[src/rtl/port_packet_streamer_pkg.sv]
// port_packet_streamer_pkg: shared constants and FSM encoding for the output-port packet streamer.
//   Contents: packet header byte indices, minimum legal length, streamer FSM states.
package port_packet_streamer_pkg;
  localparam int LEN_IDX     = 0;
  localparam int DEST_ID_IDX = 1;
  localparam int MIN_LEN     = 2;
  typedef enum logic [2:0] {
    IDLE      = 3'd0,
    FETCH_LEN = 3'd1,
    CHECK     = 3'd2,
    STREAM    = 3'd3,
    FINISH    = 3'd4
  } state_t;
endpackage

[src/rtl/port_packet_streamer_skid_fifo.sv]
// port_packet_streamer_skid_fifo: 2-entry skid FIFO absorbing read data while the port is stalled.
//   clk2, rst (async, active-low) | push, din : write side | pop, dout : read side (dout = head)
//   count : current occupancy 0..2
module port_packet_streamer_skid_fifo #(
  parameter int W = 9
) (
  input  logic         clk2,
  input  logic         rst,
  input  logic         push,
  input  logic         pop,
  input  logic [W-1:0] din,
  output logic [W-1:0] dout,
  output logic [1:0]   count
);
  logic [W-1:0] mem [2];
  logic rp, wp;
  assign dout = mem[rp];
  always_ff @(posedge clk2 or negedge rst)
    if (!rst) begin
      mem[0] <= '0;
      mem[1] <= '0;
      rp     <= 1'b0;
      wp     <= 1'b0;
      count  <= 2'd0;
    end else begin
      if (push) begin
        mem[wp] <= din;
        wp      <= !wp;
      end
      if (pop) rp <= !rp;
      count <= count + 2'(push) - 2'(pop);
    end
endmodule

[src/rtl/port_packet_streamer.sv]
// port_packet_streamer: streams one buffered packet from unit memory onto a valid/ready output port.
//   clk2, rst (async, active-low)
//   read_en, raddr          : start request and slot, sampled in IDLE only
//   done, len_err           : 1-cycle completion pulse, len_err flags a rejected length
//   mem_rd_en/slot/byte     : memory read request; mem_rdata returns one cycle later
//   out_data/valid/ready/last : output port
//   Optional: define ROUTER_XSUM_EN to append an XOR checksum byte after each packet.
module port_packet_streamer
  import port_packet_streamer_pkg::*;
#(
  parameter int UWIDTH    = 8,
  parameter int PTR_SZ    = 2,
  parameter int PTR_IN_SZ = 4
) (
  input  logic                 clk2,
  input  logic                 rst,
  input  logic                 read_en,
  input  logic [PTR_SZ-1:0]    raddr,
  output logic                 done,
  output logic                 len_err,
  output logic                 mem_rd_en,
  output logic [PTR_SZ-1:0]    mem_slot,
  output logic [PTR_IN_SZ-1:0] mem_byte,
  input  logic [UWIDTH-1:0]    mem_rdata,
  output logic [UWIDTH-1:0]    out_data,
  output logic                 out_valid,
  input  logic                 out_ready,
  output logic                 out_last
);
  state_t state;
  logic [PTR_SZ-1:0] slot;
  logic [PTR_IN_SZ:0] len, idx;
  logic iss, iss_last, iss_x, r_v, r_last, r_x;
  logic [1:0] count, count_next;
  logic [UWIDTH:0] head;
  logic [UWIDTH-1:0] acc, r_data;
  logic fifo_push, fifo_pop, accept, len_bad, can_iss, nxt_last, nxt_x;
`ifdef ROUTER_XSUM_EN
  localparam bit XS = 1'b1;
  always_ff @(posedge clk2 or negedge rst)
    if (!rst) acc <= '0;
    else if (state == CHECK) acc <= '0;
    else if (r_v && !r_x) acc <= acc ^ mem_rdata;
`else
  localparam bit XS = 1'b0;
  assign acc = '0;
`endif
  // r_* describe the read whose data is on mem_rdata this cycle; r_x marks the checksum slot
  assign r_data     = r_x ? acc : mem_rdata;
  // with an empty FIFO the returning byte is presented directly, giving the 2-cycle first-byte latency
  assign out_valid  = r_v || count != 2'd0;
  assign {out_last, out_data} = count != 2'd0 ? head : (r_v ? {r_last, r_data} : '0);
  assign accept     = out_valid && out_ready;
  assign fifo_pop   = count != 2'd0 && out_ready;
  assign fifo_push  = r_v && !(count == 2'd0 && out_ready);
  assign count_next = count + 2'(fifo_push) - 2'(fifo_pop);
  assign len_bad    = mem_rdata < UWIDTH'(MIN_LEN) || mem_rdata > UWIDTH'(2**PTR_IN_SZ);
  assign nxt_x      = XS && idx == len;
  assign nxt_last   = XS ? nxt_x : idx == len - 1'b1;
  // credit: a new read lands two cycles out, so FIFO entries plus the read still in flight must leave room
  assign can_iss    = state == STREAM && (idx < len || nxt_x) && count_next + 2'(iss) < 2'd2;
  port_packet_streamer_skid_fifo #(.W(UWIDTH + 1)) u_fifo (
    .clk2  (clk2),
    .rst   (rst),
    .push  (fifo_push),
    .pop   (fifo_pop),
    .din   ({r_last, r_data}),
    .dout  (head),
    .count (count)
  );
  always_ff @(posedge clk2 or negedge rst)
    if (!rst) begin
      state     <= IDLE;
      slot      <= '0;
      len       <= '0;
      idx       <= '0;
      done      <= 1'b0;
      len_err   <= 1'b0;
      mem_rd_en <= 1'b0;
      mem_slot  <= '0;
      mem_byte  <= '0;
      iss       <= 1'b0;
      iss_last  <= 1'b0;
      iss_x     <= 1'b0;
      r_v       <= 1'b0;
      r_last    <= 1'b0;
      r_x       <= 1'b0;
    end else begin
      done      <= 1'b0;
      len_err   <= 1'b0;
      mem_rd_en <= 1'b0;
      mem_slot  <= '0;
      mem_byte  <= '0;
      iss       <= 1'b0;
      iss_last  <= 1'b0;
      iss_x     <= 1'b0;
      r_v       <= iss;
      r_last    <= iss_last;
      r_x       <= iss_x;
      case (state)
        IDLE:
          if (read_en) begin
            slot      <= raddr;
            mem_rd_en <= 1'b1;
            mem_slot  <= raddr;
            mem_byte  <= PTR_IN_SZ'(LEN_IDX);
            state     <= FETCH_LEN;
          end
        FETCH_LEN: state <= CHECK;
        CHECK:
          if (len_bad) begin
            done    <= 1'b1;
            len_err <= 1'b1;
            state   <= FINISH;
          end else begin
            len       <= mem_rdata[PTR_IN_SZ:0];
            idx       <= (PTR_IN_SZ + 1)'(1);
            iss       <= 1'b1;
            mem_rd_en <= 1'b1;
            mem_slot  <= slot;
            state     <= STREAM;
          end
        STREAM: begin
          if (can_iss) begin
            idx       <= idx + 1'b1;
            iss       <= 1'b1;
            iss_last  <= nxt_last;
            iss_x     <= nxt_x;
            mem_rd_en <= !nxt_x;
            mem_slot  <= nxt_x ? '0 : slot;
            mem_byte  <= nxt_x ? '0 : idx[PTR_IN_SZ-1:0];
          end
          if (accept && out_last) begin
            done  <= 1'b1;
            state <= FINISH;
          end
        end
        FINISH:  state <= IDLE;
        default: state <= IDLE;
      endcase
    end
endmodule
[config.mk]
export PLATFORM = sky130hd
export DESIGN_NAME = port_packet_streamer
export DESIGN_NICKNAME = d
export VERILOG_FILES = /design/src/rtl/port_packet_streamer_pkg.sv /design/src/rtl/port_packet_streamer_skid_fifo.sv /design/src/rtl/port_packet_streamer.sv
export SDC_FILE = /design/constraint.sdc
export NUM_CORES = 1
export LEC_CHECK = 0
export ABC_AREA = 1
export BUFFER_PORTS_ARGS = -buffer_cell sky130_fd_sc_hd__buf_2
export CAP_MARGIN = 20
export CORE_AREA = 2 2 112 60
export DETAILED_ROUTE_END_ITERATION = 8
export DIE_AREA = 0 0 114 62
export GPL_TIMING_DRIVEN = 1
export HOLD_SLACK_MARGIN = 0.08
export PLACE_DENSITY = 0.65
export RECOVER_POWER = 50
export SKIP_CTS_REPAIR_TIMING = 1
export SLEW_MARGIN = 5
export SYNTH_ARGS = -nofsm -noshare
export SYNTH_HDL_FRONTEND = slang
export SYNTH_HIERARCHICAL = 1
export SYNTH_SLANG_ARGS = --single-unit
[constraint.sdc]
create_clock -name clk2 -period 2.75 [get_ports clk2]
set_input_delay 0.1375 -clock clk2 [delete_from_list [all_inputs] [get_ports clk2]]
set_output_delay 0.1375 -clock clk2 [all_outputs]
set_load 0.005 [all_outputs]
* After elaboration in Yosys (flattened, before gate mapping)
Cells that the tools add are included.
** Word-level totals
- Word-level logic and storage cells :: 94
- Output and inout port bits :: 19
- Input port bits :: 14
- Register bits :: 50
** Operators by class
- Equal/unequal tests :: 8
- Bitwise gates (word level) :: 3
- Mux-type cells :: 32
- Reduce and logical (&&, ||, !) cells :: 21
- Order comparisons :: 7
- Add/sub/neg operators :: 5
** Operators by type and width (number)
- $mux 9 :: 6
- $bwmux 18 :: 1
- $pmux 3 s4 :: 1
- $mux 5 :: 2
- $pmux 5 s2 :: 1
- $demux 9 s1 :: 1
- $mux 3 :: 3
- $gt 8x5->1 const B :: 1
- $logic_and 1x1->1 :: 8
- $lt 8x2->1 const B :: 1
- $mux 1 :: 8
- $mux 4 :: 2
- $eq 3x2->1 const B :: 2
- $mux 2 :: 3
- $ne 2x2->1 const B :: 3
- $pmux 2 s3 :: 1
- $reduce_and 2->1 :: 3
- $add 5x1->5 const B :: 1
- $eq 5x5->1 :: 1
- $lt 5x5->1 :: 1
- $sub 5x1->5 const B :: 1
- $add 2x1->2 :: 2
- $ge 2x2->1 const B :: 2
- $not 1->2 :: 2
- 14 further kinds :: 19

* Longest topological paths before layout
Gate-level depths: netlist of the first run.
- Depth after elaboration :: 11
- Mapped depth :: 15

* Hierarchy
The synthesis of the first run kept the hierarchy.
** Modules (own cells, without submodules)
- port_packet_streamer :: seq. area each 700.7 um^2, cells an instance 218, times used 1, area each 1601.5 um^2
- port_packet_streamer_skid_fifo :: seq. area each 550.5 um^2, cells an instance 117, times used 1, area each 1061.0 um^2

* Worst setup path before layout of the first run
OpenSTA, ideal clock, no wires.
- Path kind :: reg2reg
- Start point :: register u_fifo.count[1]
- End point :: register idx[2]
- Cell stages (with the launch flop) :: 16
- Path slack :: 0.354 ns
- Buffers on the path :: 3
- Arrival time :: 2.279 ns
- Setup time :: 0.117 ns
- Cells stage by stage :: dfrtp_1 > nor2_1 > buf_2 > buf_1 > nor2_1 > ha_1 > inv_1 > ha_1 > nand2_1 > nand2_1 > nor2_1 > nor2_1 > nand3_2 > buf_6 > nand3_1 > nand2_1
** On the way
- Elaborated cells on any way between the ends :: 13
** RTL lines
- from (decl) :: RTL line port_packet_streamer_skid_fifo.sv:13 : output logic [1:0] count
- from (signal assigned) :: RTL line port_packet_streamer_skid_fifo.sv:31 : count <= count + 2'(push) - 2'(pop);
- $reduce_bool 2->1 :: RTL line port_packet_streamer.sv:54 : assign fifo_pop = count != 2'd0 && out_ready;
- $logic_and 1x1->1 :: RTL line port_packet_streamer.sv:54
- via fifo_pop :: RTL line port_packet_streamer.sv:37 : logic fifo_push, fifo_pop, accept, len_bad, can_iss, nxt_last, nxt_x;
- $sub 2x1->2 :: RTL line port_packet_streamer.sv:56 : assign count_next = count + 2'(fifo_push) - 2'(fifo_pop);
- $add 2x1->2 :: RTL line port_packet_streamer.sv:61 : assign can_iss = state == STREAM && (idx < len || nxt_x) && count_next + 2'(iss) < 2'd2;
- $lt 2x2->1 :: RTL line port_packet_streamer.sv:61
- $logic_and 1x1->1 :: RTL line port_packet_streamer.sv:61
- $ne 2x2->1 (no source line)
- $reduce_and 3->1 (no source line)
- to (signal assigned) :: RTL line port_packet_streamer.sv:117 : idx <= (PTR_IN_SZ + 1)'(1);
- to (signal assigned) :: RTL line port_packet_streamer.sv:125 : idx <= idx + 1'b1;
- to (decl) :: RTL line port_packet_streamer.sv:32 : logic [PTR_IN_SZ:0] len, idx;
The timed path passes the listed nets, and every way through them passes these cells.
A chain may end at the register's enable or synchronous reset.

* Worst setup path in the final report of the first run
- Start point :: register u_fifo.count[1]
- End point :: register idx[0]
** On the way
- Cells in the longest elaborated chain, start to end :: 11
- Elaborated cells on any way between the ends :: 13
** Ends and longest elaborated chain
- $logic_not 2->1 :: RTL line port_packet_streamer.sv:55 : assign fifo_push = r_v && !(count == 2'd0 && out_ready);
- $logic_and 1x1->1 :: RTL line port_packet_streamer.sv:55
- $logic_not 1->1 :: RTL line port_packet_streamer.sv:55
- $logic_and 1x1->1 :: RTL line port_packet_streamer.sv:55
- via fifo_push :: RTL line port_packet_streamer.sv:37
- $add 2x1->2 :: RTL line port_packet_streamer.sv:56
- $sub 2x1->2 :: RTL line port_packet_streamer.sv:56
- $add 2x1->2 :: RTL line port_packet_streamer.sv:61
- $lt 2x2->1 :: RTL line port_packet_streamer.sv:61
- $logic_and 1x1->1 :: RTL line port_packet_streamer.sv:61
- $ne 2x2->1 (no source line)
- $reduce_and 3->1 (no source line)
The timed path passes the listed nets, and every way through them passes these cells.

==> parameters.txt, run 1 <==
Parameter                              Value

Run status
  Outcome ... finished, final reports clean

Clock tree
  Clock buffers created by TritonCTS ... 5
  Clk root buf ... clkbuf_16
  Clock tree from TritonCTS ... done
  Clock latency of the later-clocked register in the worst-skew pair ... 290 ps
  Buffer depth of the longest clock path ... 2
  Number of sinks handled by clock tree synthesis ... 50
  CTS H-tree depth ... 2
  Clock-pin slew reported for the worst setup and hold paths after clock tree synthesis ... roughly 70 ps

Worst setup path
  Start-to-end type of the worst setup path ... flop to flop
  Element type at the critical path end ... flop
  Path depth of the worst reg2reg path ... 12
  Worst setup SP type ... flop
  Top fanout value on the critical path ... 19
  CP arrival ... roughly 2500 ps
  Data required time of the worst path ... 2980 ps

Floorplanning
  Std-Cell Rows ... 21
  CORE AREA ... approximately 6300 sq um
  I/O pin count ... 33
  Overall die height ... 62 um
  DIE AREA ... just over 7000 sq um
  Initial Utilization ... 0.426
  Die boundary width ... about 110 um

Power
  Sequential share of power ... 0.375
  Internal power of the cells ... a little under 2 mW
  Proportion of power drawn by combinational gates ... 0.403
  Clock Power Share ... 0.222
  Net load switching power ... 1.24 mW
  Total leakage power ... roughly 1.6 nW
  Switching portion of total power ... 0.389
  Peak supply drop ... roughly 340 uV
  Power density normalized to cell area ... approximately 1000 nW/um^2

Route
  DRC violations left ... 0
  Vias per inst ... 4.75
  Aggregate routed wire length ... between 5 and 6 mm
  Post-route antenna net violation count ... 0
  Number of search-and-repair iterations in the first detailed-routing pass ... 5
  First DRT Iteration DRCs ... 118
  Via total after detailed routing ... about 2100
  Routed WL per cell ... around 13 um

STA
  Final-report setup violation count ... 0
  Max-slew headroom ... 0.301
  Slew of the pin with the lowest slew margin ... roughly 1000 ps
  Setup repair after global routing missed its margin ... no
  Max Transition Viols Final ... 0
  Post-layout minimum cycle time ... between 2000 and 2500 ps
  Crit share post-route ... 0.838
  Worst setup margin ... roughly 450 ps
  Number of hold violations in the final report ... 0
  Skew final ... 6.00 ps
  Setup TNS ... 0 ps
  Maximum clock rate ... about 0.43 GHz

GRT
  Overall track demand over capacity in global routing ... 0.185
  Overflow after GRT ... 0
  Met1 GRT Util ... 0.280
  Largest net degree at the start of global routing ... 32
  Met2 Track Usage GR ... 0.264
  Initial antenna violation count ... 0
  Wire length of the first global-routing pass ... 9.94 mm
  Via count of the first global-routing pass ... around 2000
  Met3 usage in global routing ... 0.0427
  Gr busiest metal ... met1

Synthesis
  Proportion of synthesized area in mux cells ... 0
  Number of cells produced by synthesis ... around 340
  Synthesis warning total ... 6
  Main combinational cell family by area after synthesis ... simple AND/OR/NAND/NOR gates
  Syn Std Cell Area ... 2660 sq um
  Fraction of the mapped netlist area in simple logic gates ... 0.242
  Fraction of the mapped netlist area in compound gates ... 0.117
  #FFs+latches synth ... 50
  Average cell area after synthesis ... between 7 and 8 sq um
  Synth Area in Adders ... 0.0517
  Net Count, Synth ... between 300 and 400
  Register area share after synthesis ... 0.470
  Xor/xnor share of the synthesized area ... 0.0197
  Cell variety after synth ... 25

Placed design
  HPWL reported at the end of detailed placement ... approximately 4.2 mm
  Count of input and output buffers ... 32
  Post-Place Setup Slack ... 512 ps
  Placer congestion estimate ... approximately 0.83

Cells and area
  Layout overhead on the synthesized area ... 14.2%
  NumNets Final ... just under 400
  Layout cell share with drive strength beyond 1 ... 0.170
  Area taken by flip-flops and latches ... 1250 sq um
  Filler cell count ... 621
  Most common cell after layout, fill and taps aside ... nand2_1
  Multi-input gate area in the final layout ... ~1100 sq um
  Most frequent cells in the layout ... nand2_1 (103), inv_1 (50), dfrtp_1 (50)
  Count of antenna diodes in the layout ... 0

Run
  Number of maximum-capacitance constraint violations ... 0

Hold path
  Path type of the worst min-delay path ... input pin to flop
  Number of cells on the worst hold path ... 3
[final timing paths]
path	startpoint	to	slack, ps
max	u_fifo/count[1]	idx[0]	450
min	raddr[0]	slot[0]	70
max reg2reg	u_fifo/count[1]	idx[0]	450
min reg2reg	iss_last	r_last	350
max in group asynchronous	rst	u_fifo/mem[10]	890
min in group asynchronous	rst	len[1]	550
[kinds of logic after synthesis]
group	count (synthesis)
AOI/OAI and AO/OA	48
xor gates and xnor gates	6
adders and majority gates	11
buffers and inverters	62
DFF	50
and+or+nand+nor	158
[Yosys cell counts (all sizes together)]
library cell	instances	area (sq um)
or2	1	6.26
nand2	106	405
inv	52	195
a21oi	10	50.1
buf	9	68.8
nor3	2	15.0
xor2	4	35.0
clkinv	1	3.75
nor3b	1	7.51
xnor2	2	17.5
o21ai	37	253
o211ai	1	7.51
dfrtp	50	1250
ha	11	138
nor2	33	129
nand3	15	80.1
[metrics by stage]
stage	std cells	power (mW)	utilization	cell area [sq um]	hold WS, ps
6_report	450	3.18	0.486	3040	66.1
5_1_grt	450	3.48	0.486	3040	88.4
4_1_cts	449	3.20	0.487	3050	-205
3_5_place_dp	441	2.47	0.460	2880	108
3_3_place_gp	441	2.43	0.460	2880	108
2_1_floorplan	335	2.11	-	2660	-158
[per-layer routing]
metal	routed length, um	vias up
li1	-	1103
met1	3310	992
met2	2090	37
met3	192	5
met4	48	0
met5	0	-
[power by group through the flow]
stage,combinational [mW],clock [mW],sequential (mW)
floorplan,0.972,0,1.13
global placement,1.24,0,1.20
detailed placement,1.27,0,1.20
CTS,1.28,0.723,1.19
global route,1.49,0.756,1.24
finish,1.28,0.705,1.19
[registers in the layout, indices dropped and copies added, names as in the netlist, 2 cells and up]
name / flops
idx: 5
slot: 2
mem_slot: 2
u_fifo/mem: 18
mem_byte: 4
u_fifo/count: 2
len: 5
state: 3
[cell type report]
type / instances / area share
inverter: 53 / 0.0654
sequential: 50 / 0.412
multi-input combinational: 223 / 0.374
clock inverter: 3 / 0.0144
clock buffer: 5 / 0.0412
tap: 80 / 0.0329
timing repair buffer: 36 / 0.0601
[worst max-delay path, cell delays in order (launching register included)]
cell and delay, ps:
dfrtp_1 420, nor2_1 170, buf_4 250, a21oi_1 190, ha_1 330, nand2_1 50, nand2_1 70, nor2_1 50
nor2_1 110, nand3_2 260, nand2_2 220, nand2_1 70, nand2_1 60
No activity file was read; power rests on OpenSTA's default activity.
==> run 2, diff against run 1 <==
==> constraint.sdc (replaced) <==
create_clock -name clk2 -period 2.4 [get_ports clk2]
set_input_delay 0.12 -clock clk2 [delete_from_list [all_inputs] [get_ports clk2]]
set_output_delay 0.12 -clock clk2 [all_outputs]
set_load 0.005 [all_outputs]
==> run 2 against run 1 <==
  * Cell count increased by 0.89%
  * Power increased by 11%
  * Non-clock buffer count up 4
  * Sequential cell count did not move
  * Clock skew rose by 2.3 ps
  * Via count down 2.1%
  * Global-route usage fell by 0.95 points
  * Critical path depth is 1 higher
  * First-iteration DRC count rose by 31%
  * Hold slack better by 35 ps
  * Register-to-register slack got worse by 200 ps
  * Critical path type unchanged
  * Largest cell class unchanged
  * Largest power group unchanged
==> parameters.txt, run 2 (synthesized netlist as in run 1, its figures left out) <==
Parameter                              Value

STA
  Post-layout minimum cycle time ... 2150 ps
  Setup repair after global routing missed its margin ... no
  Number of hold violations in the final report ... 0
  Max Transition Viols Final ... 0
  Max-slew headroom ... 0.107
  Setup TNS ... 0 ps
  Worst setup margin ... ~250 ps
  Final-report setup violation count ... 0
  Slew of the pin with the lowest slew margin ... between 1000 and 1500 ps
  Maximum clock rate ... about 0.46 GHz
  Skew final ... approximately 8.3 ps
  Crit share post-route ... 0.897

Cells and area
  Register with the most flip-flops ... u_fifo/mem
  Layout cell share with drive strength beyond 1 ... 0.163
  NumNets Final ... 398
  Layout overhead on the synthesized area ... 14.8%
  Most frequent cells in the layout ... nand2_1 (103), inv_1 (50), dfrtp_1 (50)
  Registers with the most flip-flops ... u_fifo/mem x18, idx x5, len x5
  Count of antenna diodes in the layout ... 0
  Number of flip-flops in the largest register ... 18
  Most common cell after layout, fill and taps aside ... nand2_1
  Filler cell count ... ~620

Route
  Vias per inst ... 4.61
  Number of search-and-repair iterations in the first detailed-routing pass ... 4
  First DRT Iteration DRCs ... ~150
  DRC violations left ... 0
  Aggregate routed wire length ... about 5.5 mm
  Via total after detailed routing ... 2092
  Routed WL per cell ... 12.1 um
  Post-route antenna net violation count ... 0

Floorplanning
  Die boundary width ... 114 um
  Std-Cell Rows ... 21
  I/O pin count ... 33
  Initial Utilization ... 0.426
  CORE AREA ... approximately 6300 sq um
  DIE AREA ... ~7100 sq um
  Overall die height ... ~62 um

GRT
  Initial antenna violation count ... 0
  Largest net degree at the start of global routing ... 26
  Via count of the first global-routing pass ... 1921
  Overall track demand over capacity in global routing ... 0.176
  Overflow after GRT ... 0
  Wire length of the first global-routing pass ... about 9.5 mm

Power
  Peak supply drop ... approximately 370 uV
  Total leakage power ... approximately 1.6 nW
  Power density normalized to cell area ... between 1000 and 1500 nW/um^2

Clock tree
  Clock buffers created by TritonCTS ... 5
  Clk root buf ... clkbuf_16
  Clock tree from TritonCTS ... done
  Number of sinks handled by clock tree synthesis ... 50
  Clock-pin slew reported for the worst setup and hold paths after clock tree synthesis ... around 60 ps
  CTS H-tree depth ... 2
  Buffer depth of the longest clock path ... 2
  Clock latency of the later-clocked register in the worst-skew pair ... just under 300 ps

Run
  Number of maximum-capacitance constraint violations ... 0

Hold path
  Path type of the worst min-delay path ... input pin to flop

Worst setup path
  Start-to-end type of the worst setup path ... flop to flop
  Worst setup SP type ... flop
  Element type at the critical path end ... flop
  Data required time of the worst path ... approximately 2600 ps
  Top fanout value on the critical path ... 13
  CP arrival ... about 2400 ps

Placed design
  Placer congestion estimate ... between 0.8 and 0.9
  Post-Place Setup Slack ... between 150 and 200 ps
  Count of input and output buffers ... 32
  HPWL reported at the end of detailed placement ... a little over 4 mm

Run status
  Outcome ... finished, final reports clean
[run 2: cell count changes in the layout (fill, tap and decap cells not counted)]
cell           delta
clkbuf_8          +1
buf_2             -3
buf_4             +1
bufinv_16         -1
nand3_4           +1
inv_6             -1
clkinvlp_4        +1
dlygate4sd3_1     +2
clkbuf_1          +4
nand3_2           -1
[run 2: worst paths after layout]
check / start / endpoint / slack, ps / cells after the start
max: u_fifo/count[1] / mem_slot[0] / 250 / 13
max reg2reg: u_fifo/count[1] / mem_slot[0] / 250 / 13
min in group asynchronous: rst / u_fifo/mem[2] / 650 / 2
min: read_en / state[0] / 100 / 3
max in group asynchronous: rst / u_fifo/mem[10] / 530 / 3
min reg2reg: iss_last / r_last / 360 / 0
[run 2: area by class of cell]
cell class,instances,area [sq um],share of cell area
sequential,50,1250,0.409
multi-input combinational,223,1150,0.375
timing repair buffer,40,210,0.0687
inverter,53,199,0.0651
clock buffer,6,139,0.0454
tap,80,100,0.0327
clock inverter,2,12.5,0.00409
[run 2: power breakdown]
group	switching [mW]	leakage [nW]	internal [mW]
logic	0.834	0.884	0.598
clock network	0.302	0.0729	0.413
registers	0.233	0.648	1.14
total	1.37	1.60	2.15
[run 2: critical path: stages, from the launching register on]
cell     delay (ps)
dfrtp_1         430
nor2_1          160
nor2_1          100
ha_1            280
inv_1            40
ha_1            260
nand2_1          50
nand2_1          70
nor2_1           50
nor2_1          170
nand3_4         190
nand2_2         170
nand2_1          80
nand2_1          60
[run 2: metrics by stage]
step	hold WS (ps)	instances	util	total power, mW	area (sq um)
floorplan	-176	335	-	2.41	2660
global placement	147	443	0.462	2.80	2890
detailed placement	148	443	0.462	2.82	2890
CTS	-166	451	0.487	3.55	3040
global route	120	454	0.489	3.89	3060
finish	101	454	0.489	3.52	3060
[run 2: per-layer routing]
metal  global-route usage  vias to the layer above  share of wire
li1                     -                     1106              -
met5                    0                        -              0
met1                0.282                      937           0.59
met4               0.0470                        0         0.0037
met2                0.226                       47           0.36
met3               0.0456                        2          0.053
==> run 3, diff against run 2 <==
--- a/config.mk
+++ b/config.mk
@@ -8,12 +8,12 @@
 export ABC_AREA = 1
 export BUFFER_PORTS_ARGS = -buffer_cell sky130_fd_sc_hd__buf_2
 export CAP_MARGIN = 20
-export CORE_AREA = 2 2 112 60
+export CORE_AREA = 2 2 137 72
 export DETAILED_ROUTE_END_ITERATION = 8
-export DIE_AREA = 0 0 114 62
+export DIE_AREA = 0 0 139 74
 export GPL_TIMING_DRIVEN = 1
 export HOLD_SLACK_MARGIN = 0.08
-export PLACE_DENSITY = 0.65
+export PLACE_DENSITY = 0.48
 export RECOVER_POWER = 50
 export SKIP_CTS_REPAIR_TIMING = 1
 export SLEW_MARGIN = 5
==> run 3 against run 2 <==
  * Clock-buffer cell count shrank 1
  * Non-clock buffer count is the same
  * Critical path depth is the same
  * Core utilization shrank 14 points
  * Setup slack lost 41 ps
  * Critical path type unchanged
  * Highest routed layer unchanged
==> parameters.txt, run 3 (synthesized netlist as in run 1, its figures left out) <==
Parameter                              Value

Route
  Via total after detailed routing ... slightly above 2000
  Highest routed metal layer ... met4
  First DRT Iteration DRCs ... about 110
  Post-route antenna net violation count ... 0
  Aggregate routed wire length ... about 6.2 mm
  DRC violations left ... 0
  Metal1 wirelength ... 3.69 mm
  Detailed-routed wire length on met2 ... 2.13 mm
  Routed WL per cell ... between 10 and 15 um
  Vias per inst ... approximately 4.2
  Met3 Routed Length ... 332 um
  Number of search-and-repair iterations in the first detailed-routing pass ... 5

Clock tree
  Number of sinks handled by clock tree synthesis ... 50
  Clock buffers created by TritonCTS ... 5
  Clk root buf ... clkbuf_16
  CTS H-tree depth ... 2
  Clock tree from TritonCTS ... done
  Clock latency of the later-clocked register in the worst-skew pair ... slightly below 300 ps
  Clock-pin slew reported for the worst setup and hold paths after clock tree synthesis ... approximately 70 ps
  Buffer depth of the longest clock path ... 2

Run status
  Outcome ... finished, final reports clean

GRT
  Overall track demand over capacity in global routing ... 0.128
  Initial antenna violation count ... 0
  Wire length of the first global-routing pass ... ~10 mm
  Via count of the first global-routing pass ... 1985
  Largest net degree at the start of global routing ... 32
  Overflow after GRT ... 0

Cells and area
  Layout overhead on the synthesized area ... 19.3%
  Count of antenna diodes in the layout ... 0
  Layout cell share with drive strength beyond 1 ... 0.176
  Number of flip-flops in the largest register ... 18
  Design area ... around 3200 sq um
  Most frequent cells in the layout ... nand2_1 (103), inv_1 (50), dfrtp_1 (50)
  Registers with the most flip-flops ... u_fifo/mem x18, idx x5, len x5
  Register with the most flip-flops ... u_fifo/mem
  NumNets Final ... 399
  Most common cell after layout, fill and taps aside ... nand2_1

Power
  Peak supply drop ... about 390 uV
  Total leakage power ... around 1.6 nW
  Power density normalized to cell area ... ~1200 nW/um^2

STA
  Maximum clock rate ... 0.456 GHz
  Max-slew headroom ... 0.248
  Setup repair after global routing missed its margin ... no
  Slew of the pin with the lowest slew margin ... roughly 1100 ps
  Skew final ... just under 8 ps
  Number of hold violations in the final report ... 0
  Setup TNS ... 0 ps
  Max Transition Viols Final ... 0
  Post-layout minimum cycle time ... 2190 ps
  Crit share post-route ... 0.914
  Final-report setup violation count ... 0

Floorplanning
  Initial Utilization ... 0.292
  CORE AREA ... between 9000 and 10000 sq um
  Std-Cell Rows ... 25
  DIE AREA ... 10300 sq um
  I/O pin count ... 33
  Die boundary width ... about 140 um
  Overall die height ... between 70 and 80 um

Worst setup path
  RR Endpoint ... mem_slot[1]
  Start-to-end type of the worst setup path ... flop to flop
  CP arrival ... roughly 2400 ps
  Element type at the critical path end ... flop
  Worst setup SP type ... flop
  Path depth of the worst reg2reg path ... 13
  Data required time of the worst path ... ~2600 ps
  Top fanout value on the critical path ... 7
  Reg2Reg Setup Slack ... roughly 200 ps
  Launching point of the worst reg2reg path ... u_fifo/count[1]

Hold path
  Worst Min Path Start ... read_en
  Destination of the worst hold path ... state[0]
  Number of cells on the worst hold path ... 3
  Path type of the worst min-delay path ... input pin to flop

Placed design
  Count of input and output buffers ... 32
  Placer congestion estimate ... around 0.78
  Placed cell areas ... around 2900 sq um
  HPWL reported at the end of detailed placement ... 4.52 mm

Run
  Number of maximum-capacitance constraint violations ... 0
## run 3: cell types whose count changed in the layout (fill, tap and decap cells not counted), moves of 2 or more
cell / delta
bufinv_16: +2
clkbuf_1: -2
nor2_1: -2
nor2_2: +2
## run 3: stage by stage
stage	worst slack [ps]	util	power, mW	hold slack, ps	std cells
finish	205	0.348	3.79	83.0	496
global route	20.5	0.348	4.16	118	496
CTS	117	0.343	3.81	-208	492
detailed placement	146	0.322	2.85	106	484
global placement	241	0.322	2.85	106	484
floorplan	4.28	-	2.41	-176	335
## run 3: how the worst max path moves through the flow
stage,from,endpoint,slack [ps]
after global routing,u_fifo/count[1],idx[2],20
after CTS,u_fifo/count[1],mem_slot[1],120
after floorplan,u_fifo/count[1],idx[2],4
after global placement,u_fifo/count[1],idx[2],240
after detailed placement,u_fifo/count[1],mem_slot[1],150
final,u_fifo/count[1],mem_slot[1],210
## run 3: final cells by class
| type | instances | area [sq um] |
|---|---|---|
| fillers | 1010 | 5960 |
| flip-flops and latches | 50 | 1250 |
| multi-input cells | 224 | 1170 |
| repair buffers | 40 | 215 |
| inverters | 53 | 199 |
| well taps | 121 | 151 |
| clock buffers | 5 | 125 |
| clock inverters | 3 | 68.8 |
## run 3: critical path: stages, from the launching register on
cell and delay, ps:
dfrtp_1 440, nor2_2 150, nor2_1 100, ha_1 290, inv_1 40, ha_1 260, nand2_1 50, nand2_1 80
nor2_1 50, nor2_2 240, nand3_4 180, nand2_4 130, nand2_1 70, nand2_1 70
## run 3: power by group
group / internal [mW] / switching, mW
sequential: 1.13 / 0.230
clock: 0.599 / 0.327
combinational: 0.611 / 0.892
total: 2.35 / 1.45
## run 3: routing by layer
layer,track usage,vias to the layer above
li1,-,1111
met1,0.203,927
met2,0.167,38
met3,0.0373,2
met4,0.0269,0
met5,0,-
